[src/rtl/ir_demod_if.sv]
// Control and status bundle between the UART IR CSR/pad side and the IR carrier demodulator.
// The master drives enable, raw level and qualification settings; the slave returns the baseband result.
interface ir_demod_if #(
  parameter int W_DIV   = 12,
  parameter int W_EDGES = 4
);
  logic               en;
  logic               din;
  logic               invert;
  logic [W_DIV-1:0]   half_period;
  logic [W_DIV-1:0]   tol;
  logic [W_EDGES-1:0] min_edges;
  logic               dout;
  logic               locked;
  logic               err;

  modport master (
    output en, din, invert, half_period, tol, min_edges,
    input  dout, locked, err
  );

  modport slave (
    input  en, din, invert, half_period, tol, min_edges,
    output dout, locked, err
  );
endinterface

[src/rtl/ir_demod.sv]
// IR carrier demodulator: qualifies edge-to-edge intervals against an expected half-period
// and emits a UART baseband stream (0 while carrier is present, 1 otherwise).
module ir_demod #(
  parameter int W_DIV   = 12,
  parameter int W_EDGES = 4
) (
  input  logic         clk,
  input  logic         rst_n_sync,
  ir_demod_if.slave    bus
);

  localparam int W_CTR = W_DIV + 1;

  typedef enum logic [1:0] {
    IDLE    = 2'd0,
    ACQUIRE = 2'd1,
    LOCKED  = 2'd2
  } state_t;

  state_t             state;
  logic               din_q;
  logic [W_CTR-1:0]   ctr;
  logic [W_EDGES-1:0] vcount;
  logic               locked_q;
  logic               dout_q;
  logic               err_q;

  logic               din_eff;
  logic               edge_seen;
  logic [W_CTR-1:0]   hp_x;
  logic [W_CTR-1:0]   tol_x;
  logic [W_CTR-1:0]   hi;
  logic [W_CTR-1:0]   lo;
  logic [W_CTR-1:0]   twice_hp;
  logic               valid;
  logic               timeout;
  logic               hp_zero;
  logic [W_EDGES:0]   need_edges;
  logic [W_EDGES:0]   vcount_inc;

  assign din_eff    = bus.din ^ bus.invert;
  assign edge_seen  = din_eff ^ din_q;

  // Interval window evaluated one bit wider than the settings, so hi and 2*half_period never wrap.
  assign hp_x       = {1'b0, bus.half_period};
  assign tol_x      = {1'b0, bus.tol};
  assign hi         = hp_x + tol_x;
  assign lo         = (bus.tol >= bus.half_period) ? W_CTR'(1) : (hp_x - tol_x);
  assign twice_hp   = {bus.half_period, 1'b0};
  assign valid      = (ctr >= lo) && (ctr <= hi);
  assign timeout    = !edge_seen && (ctr >= twice_hp);
  assign hp_zero    = (bus.half_period == '0);
  assign need_edges = (bus.min_edges == '0) ? (W_EDGES+1)'(1) : {1'b0, bus.min_edges};
  assign vcount_inc = {1'b0, vcount} + (W_EDGES+1)'(1);

  // NOTE: all state below uses non-blocking assignments so every flop samples pre-edge values.
  always_ff @(posedge clk or negedge rst_n_sync) begin
    if (!rst_n_sync) begin
      state    <= IDLE;
      din_q    <= 1'b0;
      ctr      <= '0;
      vcount   <= '0;
      locked_q <= 1'b0;
      dout_q   <= 1'b1;
      err_q    <= 1'b0;
    end else begin
      // din_q tracks even while disabled so raising en cannot fabricate an edge.
      din_q <= din_eff;
      err_q <= 1'b0;
      if (!bus.en) begin
        state    <= IDLE;
        ctr      <= '0;
        vcount   <= '0;
        locked_q <= 1'b0;
        dout_q   <= 1'b1;
      end else begin
        if (edge_seen)
          ctr <= W_CTR'(1);
        else if (ctr != {W_CTR{1'b1}})
          ctr <= ctr + W_CTR'(1);

        if (hp_zero) begin
          state    <= IDLE;
          vcount   <= '0;
          locked_q <= 1'b0;
          dout_q   <= 1'b1;
        end else begin
          unique case (state)
            IDLE: begin
              if (edge_seen) begin
                state  <= ACQUIRE;
                vcount <= '0;
              end
            end
            ACQUIRE: begin
              if (edge_seen) begin
                if (valid) begin
                  vcount <= vcount_inc[W_EDGES-1:0];
                  if (vcount_inc >= need_edges) begin
                    state    <= LOCKED;
                    locked_q <= 1'b1;
                    dout_q   <= 1'b0;
                  end
                end else begin
                  vcount <= '0;
                end
              end else if (timeout) begin
                state <= IDLE;
              end
            end
            LOCKED: begin
              if (edge_seen) begin
                if (!valid) err_q <= 1'b1;
              end else if (timeout) begin
                state    <= IDLE;
                locked_q <= 1'b0;
                dout_q   <= 1'b1;
              end
            end
            default: begin
              state    <= IDLE;
              locked_q <= 1'b0;
              dout_q   <= 1'b1;
            end
          endcase
        end
      end
    end
  end

  assign bus.dout   = dout_q;
  assign bus.locked = locked_q;
  assign bus.err    = err_q;

endmodule

[src/flat_wrapper.sv]
// flat-port wrapper written by rule: the top's interface ports become plain ports
module ir_demod_flat 
#(
  parameter int W_DIV   = 12,
  parameter int W_EDGES = 4
)
  (clk, rst_n_sync, bus_en, bus_din, bus_invert, bus_half_period, bus_tol, bus_min_edges, bus_dout, bus_locked, bus_err);
  ir_demod_if #(.W_DIV(W_DIV), .W_EDGES(W_EDGES)) bus_i ();
  input  logic clk;
  input  logic rst_n_sync;
  input wire logic [$bits(bus_i.en)-1:0] bus_en;
  input wire logic [$bits(bus_i.din)-1:0] bus_din;
  input wire logic [$bits(bus_i.invert)-1:0] bus_invert;
  input wire logic [$bits(bus_i.half_period)-1:0] bus_half_period;
  input wire logic [$bits(bus_i.tol)-1:0] bus_tol;
  input wire logic [$bits(bus_i.min_edges)-1:0] bus_min_edges;
  output wire logic [$bits(bus_i.dout)-1:0] bus_dout;
  output wire logic [$bits(bus_i.locked)-1:0] bus_locked;
  output wire logic [$bits(bus_i.err)-1:0] bus_err;
  assign bus_i.en = bus_en;
  assign bus_i.din = bus_din;
  assign bus_i.invert = bus_invert;
  assign bus_i.half_period = bus_half_period;
  assign bus_i.tol = bus_tol;
  assign bus_i.min_edges = bus_min_edges;
  assign bus_dout = bus_i.dout;
  assign bus_locked = bus_i.locked;
  assign bus_err = bus_i.err;
  ir_demod #(.W_DIV(W_DIV), .W_EDGES(W_EDGES)) u_core (.clk(clk), .rst_n_sync(rst_n_sync), .bus(bus_i));
endmodule
[config.mk]
export PLATFORM = sky130hd
export DESIGN_NAME = ir_demod_flat
export DESIGN_NICKNAME = d
export VERILOG_FILES = /design/src/rtl/ir_demod_if.sv /design/src/rtl/ir_demod.sv /design/src/flat_wrapper.sv
export SDC_FILE = /design/constraint.sdc
export NUM_CORES = 1
export LEC_CHECK = 0
export ABC_CLOCK_PERIOD_IN_PS = 2290
export BUFFER_PORTS_ARGS = -buffer_cell sky130_fd_sc_hd__buf_2
export CORE_UTILIZATION = 45
export CTS_CLUSTER_SIZE = 10
export DETAILED_ROUTE_END_ITERATION = 8
export MAX_ROUTING_LAYER = met4
export PLACE_DENSITY = 0.71
export SLEW_MARGIN = 20
export SYNTH_ARGS = -nofsm -noshare
export SYNTH_HDL_FRONTEND = slang
export SYNTH_SLANG_ARGS = --single-unit
[constraint.sdc]
create_clock -name clk -period 2.29 [get_ports clk]
set_clock_uncertainty 0.1 [all_clocks]
set_input_delay 0 -clock clk [delete_from_list [all_inputs] [get_ports clk]]
set_output_delay 0 -clock clk [all_outputs]
set_load 0.02 [all_outputs]
* Word-level counts from Yosys, hierarchy flattened *
Index checks and enable logic that the tools add are counted.
W data, S select, Z words.

cells by class
  muxes and demuxes = 41
  $lt $le $gt $ge = 5
  equality and inequality tests = 14
  div/mod/pow operators = 0
  reduce and logical (&&, ||, !) cells = 9
  shift operators = 0
  $add $sub $neg = 4
  $mul = 0
  bitwise gates (word level) = 2

operator list
  kind                     count
  $mux W13                 4
  $ge A13 B13 Y1           2
  $mux W4                  6
  $ne A4 B2 Y1 const B     5
  $mux W1                  19
  $mux W2                  8
  $add A12 B12 Y13         1
  $add A13 B1 Y13 const B  1
  $le A13 B13 Y1           1
  $ne A13 B13 Y1 const B   1
  $sub A12 B12 Y13         1
  $ge A12 B12 Y1           1
  $logic_not A12 Y1        1
  $ne A5 B5 Y1 const B     2
  $pmux W4 S2              1
  $pmux W1 S3              2
  $pmux W2 S3              1
  $reduce_and A6 Y1        1
  $add A4 B1 Y5 const B    1
  $ge A5 B5 Y1             1
  $logic_not A4 Y1         1
  $ne A4 B1 Y1 const B     1
  $ne A4 B4 Y1 const B     1
  $reduce_and A4 Y1        1
  other kinds (9)          11

word-level totals
  word-level logic and storage cells = 82
  register bits = 23
  input port bits = 33
  RAM bits = 0
  memories kept = 0
  latch bits = 0
  bits in read-only memories = 0
  output and inout port bits = 3

* Logic depth before layout (Yosys ltp) *
  depth after elaboration = 9
  depth in mapped cells = 17
  depth with buffers taken out = 17

* Worst setup path before layout *
No wires, ideal clock.

  kind = input to register
  start = input bus_tol[0]
  end = register u_core.state[1]
  data arrival time = 3303 ps
  cell stages on the path = 15
  buffers on the path = 0
  required time = 2103 ps
  library setup time = 87 ps
  setup slack = -1200 ps
  path through = ha_1 inv_1 fa_1 o21bai_1 a21oi_1 o311ai_0 a21oi_1 o21bai_1 xor2_1 ha_1 a21oi_1 a21oi_1 o41a_1 or4_1 a22oi_1

between the ends
  cells in the longest elaborated chain, start to end = 6
  elaborated cells on any way between the ends = 9
  classes of those cells = add/sub (2); order compare (3); eq/ne (1); mux (1); reduce/logical (2)

ends and longest elaborated chain
  element                                             line                text
  start: declaration                                  flat_wrapper.sv:15  input wire logic [$bits(bus_i.tol)-1:0] bus_tol;
  $sub A12 B12 Y13 or $ge A12 B12 Y1 (tied branches)  ir_demod.sv:48      assign lo = (bus.tol >= bus.half_period) ? W_CTR'(1) : (hp_x - tol_x);
  $mux W13                                            ir_demod.sv:48
  $ge A13 B13 Y1                                      ir_demod.sv:50      assign valid = (ctr >= lo) && (ctr <= hi);
  $logic_and A1 B1 Y1 (*)                             ir_demod.sv:50
  $ne A5 B5 Y1 (no line) (*)                          n/a
  $reduce_and A4 Y1 (no line) (*)                     n/a
  end signal: assignment                              ir_demod.sv:59      state <= IDLE;
  end signal: assignment                              ir_demod.sv:71      state <= IDLE;
  end signal: assignment                              ir_demod.sv:83      state <= IDLE;
  end: declaration                                    ir_demod.sv:20      state_t state;

Every way passes the cells marked *; elsewhere a longest branch is shown, timed or not.
A chain may end at the register's enable or synchronous reset.

* Worst setup path after layout *
  start = input bus_half_period[0]
  end = register u_core.state[1]

between the ends
  cells in the longest elaborated chain, start to end = 7
  elaborated cells on any way between the ends = 21
  classes of those cells = add/sub (2); order compare (4); eq/ne (4); mux (7); reduce/logical (4)

ends and longest elaborated chain
  element                                                   line                text
  start: declaration                                        flat_wrapper.sv:14  input wire logic [$bits(bus_i.half_period)-1:0] bus_half_period;
  branches (longest 7 deep; another with $sub A12 B12 Y13)  n/a
  end signal: assignment                                    ir_demod.sv:71
  end signal: assignment                                    ir_demod.sv:83
  end signal: assignment                                    ir_demod.sv:91      state <= ACQUIRE;

Parallel ways; which one is timed is not known. The select of a mux whose other input is x is not followed.

==> results_tabular.tex <==
\begin{tabular}{lr}
\hline
Metric & Value \\
\hline
\multicolumn{2}{l}{\textbf{Timing}} \\
\quad Setup repair after global routing missed its margin & yes \\
\quad Worst slew pin tran & between 0.5 and 0.6 ns \\
\quad Worst hold margin & between 0.1 and 0.15 ns \\
\quad Post-layout minimum cycle time & between 3 and 4 ns \\
\quad Final period util & 143\% \\
\quad Post-route worst setup slack & -0.994 ns \\
\quad Final number of hold-violating endpoints & 0 \\
\quad Remaining max-slew budget at the tightest pin & roughly 65\% \\
\quad Maximum operating frequency & 304 MHz \\
\quad Post-route setup TNS & -7.79 ns \\
\quad Final setup fails & 9 \\
\quad Final number of max-transition violations & 0 \\
\multicolumn{2}{l}{\textbf{CTS}} \\
\quad Post-CTS clock slew at the launch and capture registers of the worst setup and hold paths & 0.08 ns \\
\quad Largest buffer count on any clock path & 2 \\
\quad Clock root buffer master & sky130\_fd\_sc\_hd\_\_clkbuf\_8 \\
\quad Worst-Skew Late Latency & roughly 0.27 ns \\
\quad H-Tree Depth & 1 \\
\quad Clock Sinks & 23 \\
\quad Number of CTS-inserted buffers & 3 \\
\quad CTS tree & built \\
\multicolumn{2}{l}{\textbf{Floorplan}} \\
\quad Chip width & about 90 um \\
\quad Die Area & 0.00807 mm2 \\
\quad \# IOs & 36 \\
\quad Die outline height & around 90 um \\
\quad Std-Cell Core Area & 0.00737 mm2 \\
\quad Initial standard-cell utilization of the core & a little under half \\
\quad \# rows & 31 \\
\multicolumn{2}{l}{\textbf{Pwr}} \\
\quad Combinational power share & between 50\% and 60\% \\
\quad NetSw & roughly 0.00066 W \\
\quad Sequential share of power & between 20 and 30\% \\
\quad Leakage power total & roughly 2.5 nW \\
\quad Peak supply drop & $\sim$0.21 mV \\
\quad Share of total power in the clock network & between 10\% and 20\% \\
\quad Power per standard cell area & between 300 and 400 mW/mm2 \\
\quad Cell internal power dissipation & 0.00102 W \\
\quad Overall power & roughly 0.0017 W \\
\quad Switching Share & 39.1\% \\
\multicolumn{2}{l}{\textbf{Detailed routing}} \\
\quad Mean number of vias per cell & 5.49 \\
\quad Uppermost signal routing layer after detailed routing & met4 \\
\quad Number of DRC violations after detailed routing & 0 \\
\quad Number of routed nets with antenna violations & 0 \\
\quad DR iter-0 viols & 154 \\
\quad Routed metal-1 wirelength & approximately 4.4 mm \\
\quad Total number of vias & around 3700 \\
\quad Number of detailed-routing iterations run before antenna repair & 4 \\
\quad WL per Instance & around 15 um \\
\quad Final routed wirelength across all metal layers & between 10 and 15 mm \\
\quad Detailed-routed wire length on met3 & 439 um \\
\quad WL met2 & between 5 and 6 mm \\
\multicolumn{2}{l}{\textbf{Worst setup path}} \\
\quad CP max stage cell & sky130\_fd\_sc\_hd\_\_or4\_1 \\
\quad Cell-by-cell listing of the critical path & buf\_12, inv\_12, ha\_4, inv\_2, fa\_2, a21o\_1, a21oi\_2, o211ai\_1, a211oi\_2, a211oi\_2, or3b\_4, ha\_4, nand4\_1, o41a\_1, or4\_1, a22oi\_1 \\
\quad Peak fanout along the critical path & 3 \\
\quad CP endpoint kind & flip-flop \\
\quad Worst stage delay on the critical path & roughly 0.50 ns \\
\quad R2r setup slk & -0.14 ns \\
\quad Buffer and inverter count on the worst path & 3 \\
\quad Required @ worst endpoint & between 2 and 2.5 ns \\
\quad Crit Path Category & input pin to flip-flop \\
\quad Family with the most delay on the worst path & compound AO/OA/AOI/OAI gates \\
\quad Setup crit start kind & input pin \\
\quad Critical path data arrival time & 3.38 ns \\
\multicolumn{2}{l}{\textbf{Logic synthesis}} \\
\quad Summed instance area of the synthesized netlist & 0.00347 mm2 \\
\quad Portion of the post-synthesis area used by sequential elements & $\sim$17\% \\
\quad Average instance area after synthesis & 7.87 um2 \\
\quad Yosys cell types & 59 \\
\quad Syn Nets & $\sim$540 \\
\quad Most used flip-flop cell after synthesis & sky130\_fd\_sc\_hd\_\_dfrtp\_1 \\
\quad Async S/R FF share, synth & 100\% \\
\quad Post-synth EDFFs & 0 \\
\quad Flip-flop and latch count after synthesis & 23 \\
\quad Total of warnings raised by yosys & 0 \\
\quad Number of instances in the synthesized netlist & between 400 and 500 \\
\multicolumn{2}{l}{\textbf{Layout}} \\
\quad Diodes inserted & 0 \\
\quad Leading cell type in the layout, fill and taps excluded & sky130\_fd\_sc\_hd\_\_buf\_4 \\
\quad \# nets final & $\sim$680 \\
\quad Fraction of layout instances using a drive strength above 1 & about a third \\
\quad Utilization of the core after routing & about 67\% \\
\quad Area Growth Syn to Fin & 41.7\% \\
\quad Commonest cells after routing, fill and taps aside & 104 x sky130\_fd\_sc\_hd\_\_buf\_4, 63 x sky130\_fd\_sc\_hd\_\_ha\_1, 45 x sky130\_fd\_sc\_hd\_\_inv\_1 \\
\multicolumn{2}{l}{\textbf{GRT}} \\
\quad Largest net degree at the start of global routing & 24 \\
\quad First-pass GRT wire length & $\sim$17 mm \\
\quad Number of antenna violations at the first check in global routing & 0 \\
\quad Congestion Overflow GR & 0 \\
\quad All-Layer GR Usage & around a quarter \\
\quad Number of global-route vias before repair & $\sim$3800 \\
\multicolumn{2}{l}{\textbf{Run}} \\
\quad \# Max-Cap Violations & 0 \\
\multicolumn{2}{l}{\textbf{Placed design}} \\
\quad Post-detailed-placement half-perimeter wirelength & 8.11 mm \\
\quad Port-buffer cells & 35 \\
\quad Final Wtd Congestion & just over 0.9 \\
\quad Post-Place Worst Slack & -1.37 ns \\
\multicolumn{2}{l}{\textbf{Status}} \\
\quad Violated checks & setup timing \\
\quad Status & finished, violations left \\
\multicolumn{2}{l}{\textbf{Min path}} \\
\quad Hold/Removal Path Class & input pin to async pin \\
\hline
\end{tabular}
-- worst paths after layout --
path / startpoint / cells after the start / to
min in group clk: bus_invert / 4 / u_core.ctr[0]$_DFFE_PN0P_
worst min-delay path: rst_n_sync / 2 / u_core.vcount[1]$_DFFE_PN0P_
worst max register to register: u_core.ctr[3]$_DFFE_PN0P_ / 7 / u_core.state[1]$_DFFE_PN0P_
max in group asynchronous: rst_n_sync / 2 / u_core.bus.dout$_DFFE_PN1P_
worst max-delay path: bus_half_period[0] / 16 / u_core.state[1]$_DFFE_PN0P_
worst min register to register: u_core.bus.dout$_DFFE_PN1P_ / 2 / u_core.bus.dout$_DFFE_PN1P_
-- routing by layer --
metal | track usage, % | up-vias
met1 | 31.6 | 1753
li1 | - | 1845
met3 | 2.28 | 27
met2 | 45.6 | 95
met4 | 9.97 | 0
met5 | - | -
-- power by group through the flow --
stage                     sequential [W]  clock (W)  combinational, W
after floorplan                 0.000437          0          0.000498
after global placement          0.000435          0          0.000807
after detailed placement        0.000436          0          0.000838
after CTS                       0.000428   0.000266          0.000907
after global routing            0.000430   0.000279           0.00109
final                           0.000428   0.000261          0.000993
-- flip-flops by register name (all words and copies together), names as in the netlist --
signal and count:
u_core.bus.dout 1, u_core.bus.err 1, u_core.bus.locked 1, u_core.ctr 13, u_core.din_q 1, u_core.state 2
u_core.vcount 4
-- through the flow --
step | area [um2] | std cells
after floorplan | 3540 | 441
after global placement | 4500 | 662
after detailed placement | 4500 | 662
after CTS | 4740 | 674
after global routing | 4920 | 678
final | 4920 | 678
-- cell families after synthesis --
| family | share of synthesized area (%) |
|---|---|
| AND/OR/NAND/NOR | 22.4 |
| AO/OA/AOI/OAI | 20.0 |
| adder cells (fa/ha/maj) | 25.7 |
| buffers and inverters | 7.46 |
| XOR/XNOR | 7.57 |
| flip-flops | 16.6 |
| multiplexers | 0.288 |
-- timing repair --
action,in CTS,in global routing
buffers inserted,4,4
hold buffers,4,0
endpoints found under the setup margin,9,9
gates resized for setup,27,29
endpoints found under the hold margin,25,0
pin swaps,21,13
-- cell type report --
| cell class | instances | area, um2 |
|---|---|---|
| repair buffers | 148 | 1080 |
| flip-flops and latches | 23 | 577 |
| multi-input cells | 356 | 2890 |
| fillers | 611 | 2450 |
| clock buffers | 3 | 41.3 |
| well taps | 99 | 124 |
| inverters | 48 | 195 |
| clock inverters | 1 | 5.00 |
-- synth_stat cells, types with 3 or more instances --
cell type	number	area share, %
sky130_fd_sc_hd__a21o_1	8	1.7
sky130_fd_sc_hd__o2111ai_1	3	0.76
sky130_fd_sc_hd__nor3_1	10	1.4
sky130_fd_sc_hd__nor4_1	3	0.54
sky130_fd_sc_hd__ha_1	68	25
sky130_fd_sc_hd__inv_1	48	5.2
sky130_fd_sc_hd__a211oi_1	4	0.87
sky130_fd_sc_hd__nand2_1	26	2.8
sky130_fd_sc_hd__nor2b_1	10	1.8
sky130_fd_sc_hd__xor2_1	9	2.3
sky130_fd_sc_hd__or3_1	5	0.90
sky130_fd_sc_hd__nor2_1	41	4.4
sky130_fd_sc_hd__o21bai_1	4	0.87
sky130_fd_sc_hd__o21ai_0	21	3.0
sky130_fd_sc_hd__nand2b_1	8	1.4
sky130_fd_sc_hd__or4_4	3	0.97
sky130_fd_sc_hd__xnor2_1	21	5.3
sky130_fd_sc_hd__a21oi_1	28	4.0
sky130_fd_sc_hd__buf_2	10	1.4
sky130_fd_sc_hd__and3_1	4	0.72
sky130_fd_sc_hd__nand3_1	21	3.0
sky130_fd_sc_hd__o211ai_1	3	0.65
sky130_fd_sc_hd__nand4_1	10	1.8
sky130_fd_sc_hd__dfrtp_1	22	16
Power figures use the tool's default switching activity.
